--- src/rtl/loop_controller_pkg.sv ---
// rtl/loop_controller_pkg.sv - shared state encoding and defaults for the loop controller
package loop_controller_pkg;

    typedef enum logic [1:0] {
        LC_IDLE       = 2'd0,
        LC_SKIP       = 2'd1,
        LC_WAIT_FLUSH = 2'd2,
        LC_ERROR      = 2'd3
    } lc_state_e;

    localparam int LC_STATE_MSB       = 1;
    localparam int LC_IA_WIDTH_DEF    = 12;
    localparam int LC_DEPTH_LOG2_DEF  = 4;
    localparam int LC_SKIP_WIDTH_DEF  = 8;

endpackage

--- src/rtl/loop_controller_if.sv ---
// rtl/loop_controller_if.sv - decoded-instruction handshake between decode and the loop controller
interface loop_controller_if #(
    parameter int IA_WIDTH = 12
);
    logic                op_valid;
    logic                op_ready;
    logic                op_open;
    logic                op_close;
    logic [IA_WIDTH-1:0] op_pc;
    logic                cell_zero;

    modport master (output op_valid, op_open, op_close, op_pc, cell_zero, input op_ready);
    modport slave  (input op_valid, op_open, op_close, op_pc, cell_zero, output op_ready);
endinterface

--- src/rtl/loop_controller_stack.sv ---
// rtl/loop_controller_stack.sv - return-address LIFO holding open-bracket PCs
module loop_stack #(
    parameter int WIDTH      = 12,
    parameter int DEPTH_LOG2 = 4
) (
    input  logic                  clk,
    input  logic                  reset,
    input  logic                  push_i,
    input  logic                  pop_i,
    input  logic [WIDTH-1:0]      push_data_i,
    output logic [WIDTH-1:0]      top_o,
    output logic [DEPTH_LOG2:0]   depth_o,
    output logic                  full_o,
    output logic                  empty_o
);
    logic [WIDTH-1:0]      mem_q [2**DEPTH_LOG2];
    logic [DEPTH_LOG2:0]   depth_q;
    logic [DEPTH_LOG2-1:0] top_idx;

    always_ff @(posedge clk or negedge reset) begin
        if (!reset) begin
            depth_q <= '0;
        end else if (push_i) begin
            depth_q <= depth_q + 1'b1;
        end else if (pop_i) begin
            depth_q <= depth_q - 1'b1;
        end
    end

    // Contents are don't-care after reset, so the array carries no reset.
    always_ff @(posedge clk) begin
        if (push_i) begin
            mem_q[depth_q[DEPTH_LOG2-1:0]] <= push_data_i;
        end
    end

    assign top_idx = depth_q[DEPTH_LOG2-1:0] - {{(DEPTH_LOG2-1){1'b0}}, 1'b1};
    assign top_o   = mem_q[top_idx];
    assign depth_o = depth_q;
    assign full_o  = depth_q[DEPTH_LOG2];
    assign empty_o = (depth_q == '0);

endmodule

--- src/rtl/loop_controller.sv ---
// rtl/loop_controller.sv - bracket sequencing: return stack, backward jumps with flush, forward skip mode
module loop_controller
    import loop_controller_pkg::*;
#(
    parameter int IA_WIDTH   = LC_IA_WIDTH_DEF,
    parameter int DEPTH_LOG2 = LC_DEPTH_LOG2_DEF,
    parameter int SKIP_WIDTH = LC_SKIP_WIDTH_DEF
) (
    input  logic                clk,
    input  logic                reset,
    loop_controller_if.slave    op_if,
    output logic                skip,
    output logic                pc_load,
    output logic [IA_WIDTH-1:0] pc_d,
    output logic                flush,
    input  logic                flush_done,
    output logic [DEPTH_LOG2:0] depth,
    output logic                err_overflow,
    output logic                err_underflow
);
    lc_state_e             state_q, state_d;
    logic [SKIP_WIDTH-1:0] skip_cnt_q, skip_cnt_d;
    logic                  pc_load_q, pc_load_d;
    logic [IA_WIDTH-1:0]   pc_d_q, pc_d_d;
    logic                  ovf_q, ovf_d;
    logic                  unf_q, unf_d;

    logic                  push, pop, full, empty, xfer, is_open, is_close;
    logic [IA_WIDTH-1:0]   top;

    loop_stack #(
        .WIDTH      (IA_WIDTH),
        .DEPTH_LOG2 (DEPTH_LOG2)
    ) u_stack (
        .clk         (clk),
        .reset       (reset),
        .push_i      (push),
        .pop_i       (pop),
        .push_data_i (op_if.op_pc),
        .top_o       (top),
        .depth_o     (depth),
        .full_o      (full),
        .empty_o     (empty)
    );

    assign op_if.op_ready = (state_q == LC_IDLE) || (state_q == LC_SKIP);
    assign xfer           = op_if.op_valid && op_if.op_ready;
    // Both bracket flags together degrade to a plain non-bracket op.
    assign is_open        = op_if.op_open && !op_if.op_close;
    assign is_close       = op_if.op_close && !op_if.op_open;

    always_ff @(posedge clk or negedge reset) begin
        if (!reset) begin
            state_q    <= LC_IDLE;
            skip_cnt_q <= '0;
            pc_load_q  <= 1'b0;
            pc_d_q     <= '0;
            ovf_q      <= 1'b0;
            unf_q      <= 1'b0;
        end else begin
            state_q    <= state_d;
            skip_cnt_q <= skip_cnt_d;
            pc_load_q  <= pc_load_d;
            pc_d_q     <= pc_d_d;
            ovf_q      <= ovf_d;
            unf_q      <= unf_d;
        end
    end

    always_comb begin
        state_d    = state_q;
        skip_cnt_d = skip_cnt_q;
        pc_load_d  = 1'b0;
        pc_d_d     = pc_d_q;
        ovf_d      = ovf_q;
        unf_d      = unf_q;
        push       = 1'b0;
        pop        = 1'b0;
        unique case (state_q)
            LC_IDLE: begin
                if (xfer && is_open) begin
                    if (op_if.cell_zero) begin
                        skip_cnt_d = SKIP_WIDTH'(1);
                        state_d    = LC_SKIP;
                    end else if (full) begin
                        ovf_d   = 1'b1;
                        state_d = LC_ERROR;
                    end else begin
                        push = 1'b1;
                    end
                end else if (xfer && is_close) begin
                    if (empty) begin
                        unf_d   = 1'b1;
                        state_d = LC_ERROR;
                    end else if (op_if.cell_zero) begin
                        pop = 1'b1;
                    end else begin
                        // Loop back to the instruction after the matching '['; the entry stays pushed.
                        pc_d_d    = top + IA_WIDTH'(1);
                        pc_load_d = 1'b1;
                        state_d   = LC_WAIT_FLUSH;
                    end
                end
            end
            LC_SKIP: begin
                if (xfer && is_open) begin
                    if (&skip_cnt_q) begin
                        ovf_d   = 1'b1;
                        state_d = LC_ERROR;
                    end else begin
                        skip_cnt_d = skip_cnt_q + SKIP_WIDTH'(1);
                    end
                end else if (xfer && is_close) begin
                    skip_cnt_d = skip_cnt_q - SKIP_WIDTH'(1);
                    if (skip_cnt_q == SKIP_WIDTH'(1)) begin
                        state_d = LC_IDLE;
                    end
                end
            end
            LC_WAIT_FLUSH: begin
                if (flush_done) begin
                    state_d = LC_IDLE;
                end
            end
            default: begin
                state_d = LC_ERROR;
            end
        endcase
    end

    assign skip          = (state_q == LC_SKIP);
    assign pc_load       = pc_load_q;
    assign flush         = pc_load_q;
    assign pc_d          = pc_d_q;
    assign err_overflow  = ovf_q;
    assign err_underflow = unf_q;

endmodule

--- src/flat_wrapper.sv ---
// flat-port wrapper written by rule: the top's interface ports become plain ports
module loop_controller_flat import loop_controller_pkg::*;
#(
    parameter int IA_WIDTH   = LC_IA_WIDTH_DEF,
    parameter int DEPTH_LOG2 = LC_DEPTH_LOG2_DEF,
    parameter int SKIP_WIDTH = LC_SKIP_WIDTH_DEF
)
  (clk, reset, skip, pc_load, pc_d, flush, flush_done, depth, err_overflow, err_underflow, op_if_op_valid, op_if_op_open, op_if_op_close, op_if_op_pc, op_if_cell_zero, op_if_op_ready);
  loop_controller_if #(.IA_WIDTH(IA_WIDTH)) op_if_i ();
  input  logic clk;
  input  logic reset;
  output logic skip;
  output logic pc_load;
  output logic [IA_WIDTH-1:0] pc_d;
  output logic flush;
  input  logic flush_done;
  output logic [DEPTH_LOG2:0] depth;
  output logic err_overflow;
  output logic err_underflow;
  input wire logic [$bits(op_if_i.op_valid)-1:0] op_if_op_valid;
  input wire logic [$bits(op_if_i.op_open)-1:0] op_if_op_open;
  input wire logic [$bits(op_if_i.op_close)-1:0] op_if_op_close;
  input wire logic [$bits(op_if_i.op_pc)-1:0] op_if_op_pc;
  input wire logic [$bits(op_if_i.cell_zero)-1:0] op_if_cell_zero;
  output wire logic [$bits(op_if_i.op_ready)-1:0] op_if_op_ready;
  assign op_if_i.op_valid = op_if_op_valid;
  assign op_if_i.op_open = op_if_op_open;
  assign op_if_i.op_close = op_if_op_close;
  assign op_if_i.op_pc = op_if_op_pc;
  assign op_if_i.cell_zero = op_if_cell_zero;
  assign op_if_op_ready = op_if_i.op_ready;
  loop_controller #(.IA_WIDTH(IA_WIDTH), .DEPTH_LOG2(DEPTH_LOG2), .SKIP_WIDTH(SKIP_WIDTH)) u_core (.clk(clk), .reset(reset), .op_if(op_if_i), .skip(skip), .pc_load(pc_load), .pc_d(pc_d), .flush(flush), .flush_done(flush_done), .depth(depth), .err_overflow(err_overflow), .err_underflow(err_underflow));
endmodule
--- config.mk ---
export PLATFORM = sky130hd
export DESIGN_NAME = loop_controller_flat
export DESIGN_NICKNAME = d
export VERILOG_FILES = /design/src/rtl/loop_controller_pkg.sv /design/src/rtl/loop_controller_if.sv /design/src/rtl/loop_controller_stack.sv /design/src/rtl/loop_controller.sv /design/src/flat_wrapper.sv
export SDC_FILE = /design/constraint.sdc
export NUM_CORES = 1
export LEC_CHECK = 0
export BUFFER_PORTS_ARGS = -buffer_cell sky130_fd_sc_hd__buf_2
export CORE_MARGIN = 10
export CORE_UTILIZATION = 50
export DETAILED_ROUTE_END_ITERATION = 10
export PLACE_DENSITY_LB_ADDON = 0.1
export SLEW_MARGIN = 40
export SYNTH_ARGS = -nofsm -noshare
export SYNTH_HDL_FRONTEND = slang
export SYNTH_SLANG_ARGS = --single-unit
--- constraint.sdc ---
create_clock -name clk -period 7.8 [get_ports clk]
set_clock_uncertainty 0.05 [all_clocks]
set_input_delay 0.39 -clock clk [delete_from_list [all_inputs] [get_ports clk]]
set_output_delay 0.39 -clock clk [all_outputs]
set_load 0.01 [all_outputs]
==> results.json <==
{
  "worst_pin_slew_ps": 749.3,
  "areaGrowthSynthToFinish_pct": 13.67,
  "synthArstFlopShare_pct": 13.51,
  "ioPinCount": 42,
  "route.antenna.remaining_nets": 0,
  "post-dp-hpwl_um": 13180,
  "crit_path_start_kind": "flop",
  "cts_buffer_depth": 3,
  "power_uw": 3915,
  "num_vias": 5151,
  "drive_gt1_share_pct": 25.79,
  "clockRootBuffer": "clkbuf_16",
  "maxCapViolations": 0,
  "finalMaxSlewViolations": 0,
  "rows": 50,
  "cts_tree": "built",
  "cp_data_arrival_time_ps": 4250,
  "final.setup.tns_ps": 0,
  "gr-total-overflow": 0,
  "dr.pass1.iters": 4,
  "power.leakage_uw": 0.003794,
  "syn_inst": 569,
  "path_clk_slew_ps": 60,
  "cp.required_ps": 8120,
  "path_max_fanout": 27,
  "grt_max_degree": 45,
  "yosysSeqAreaShare_pct": 68.52,
  "clk-insertion-delay-late_ps": 520,
  "initialDrtViolationCount": 334,
  "status": "finished, final reports clean",
  "critPathKind": "reg2reg",
  "finalHoldViolations": 0,
  "htreeDepth": 1,
  "ys_seq_elements": 222,
  "wl_um": 20930,
  "start_util_pct": 50.84,
  "netlist_area_sq_um": 9510,
  "viasPerCell": 5.921,
  "drcViolationCount": 0,
  "ys_warn_count": 0,
  "ys.flop_type": "edfxtp_1",
  "track_usage_pct": 17.44,
  "rsz0062_at_grt": "no",
  "clock_sinks": 222,
  "layout_commonest_cell": "edfxtp_1",
  "period_needed_ps": 3931,
  "gp_congestion": 0.7995,
  "hold_buffers": 1,
  "placed_area_sq_um": 10030,
  "die_w_um": 157.9,
  "io_buffers": 41,
  "period_share_pct": 50.40,
  "power.density_nw_per_um2": 362.2,
  "postCtsSetupRepairBufs": 0,
  "synth_edf_count": 192,
  "hp-class": "in2reg",
  "cts-resized-gates": 0,
  "core_region_area_sq_um": 18710,
  "synthDistinctLibCells": 62,
  "fp.dieH_um": 157.9,
  "setup_viol": 0,
  "grt_pass1_wl_um": 32500,
  "die_area_sq_um": 24940,
  "irDropWorstVdd_uv": 197.8,
  "antenna_found_initial": 0,
  "clock.fmax_mhz": 254.4,
  "numCtsBuffers": 24,
  "wl_per_cell_um": 24.06,
  "nets": 652,
  "syn_avg_cell_area_sq_um": 16.71,
  "relSlewSlack_pct": 49.87,
  "postLayoutCellArea_sq_um": 10810,
  "synth_nets": 602,
  "grt_pass1_vias": 5146,
  "layout_common_cells": "edfxtp_1, nand2_1, buf_2",
  "n_antenna_cell": 0,
  "end_kind": "flop"
}
layout make-up:
cell class,instances,area [sq um]
inverters,10,37.54
clock buffers,29,619.3
repair buffers,56,340.3
multi-input cells,305,2874
flip-flops and latches,222,6520
fillers,1406,7895
clock inverters,14,126.4
well taps,234,292.8
cells in the mapped netlist (all sizes together), types with 11 or more instances:
cell type	count	area share (%)
mux2i	12	1.3
a21oi	13	0.76
nand2	44	1.7
clkbuf	14	0.55
dfrtp	30	7.9
nor3	17	1.1
mux4	45	11
buf	18	1.2
edfxtp	192	61
ha	13	1.7
a22o	11	1.0
nor2	28	1.1
o21ai	20	1.1
kinds of logic after synthesis:
kind of cell               count (synthesis)  share of synthesized area (%)
xor gates and xnor gates                  16                          1.671
muxes                                     62                          12.75
AOI/OAI and AO/OA                         73                          5.328
and+or+nand+nor                          140                          7.657
adders and majority gates                 14                          1.921
DFF                                      222                          68.52
buffers and inverters                     42                          2.158
metrics by stage:
step                cells  hold slack (ps)  worst slack [ps]  utilization [%]
CTS                   869            169.9              3610            57.69
global placement      824            406.7              3267            53.32
floorplan             569            44.41              4084                -
detailed placement    825            413.1              3619            53.65
global route          870            201.8              3506            57.79
finish                870            190.3              3869            57.79
metal layers:
layer,share of wire (%),vias up,GRT usage (%),wire length [um]
met5,0,-,0,0
met1,45,2640,24.70,9511
met3,4.7,30,3.066,983
met2,48,128,27.68,10040
li1,-,2353,-,-
met4,1.9,0,3.918,396
flip-flops by register name (all words and copies together), names as in the netlist:
name                    flops
u_core.err_underflow        1
u_core.state_q              2
u_core.flush                1
u_core.skip_cnt_q           8
u_core.u_stack.depth_o      5
u_core.pc_d                12
u_core.u_stack.mem_q      192
u_core.err_overflow         1
worst max-delay path: stages (launching register included):
cell and delay [ps]:
dfrtp_4 730, inv_2 260, ha_1 350, xor2_4 440, buf_8 230, mux4_1 560
mux2i_1 320, mux2i_1 160, ha_1 280, inv_1 110, nor2_1 60, xnor2_1 140
o21ai_0 90
worst paths after layout:
path / slack [ps] / to / startpoint / depth (start not counted)
worst max-delay path: 3870 / u_core.pc_d[6] / u_core.u_stack.depth_o[0] / 12
worst min register to register: 420 / u_core.err_underflow / u_core.err_underflow / 1
min in group asynchronous: 400 / u_core.u_stack.depth_o[2] / reset / 2
worst min-delay path: 190 / u_core.state_q[1] / flush_done / 4
max in group asynchronous: 6790 / u_core.u_stack.depth_o[0] / reset / 2
worst max register to register: 3870 / u_core.pc_d[6] / u_core.u_stack.depth_o[0] / 12
report_power, final:
| part | leakage [uW] | switching (uW) | internal, uW |
|---|---|---|---|
| sequential | 0.00211 | 124 | 1360 |
| clock | 0.000370 | 438 | 631 |
| combinational | 0.00131 | 743 | 622 |
Power figures use the tool's default switching activity.
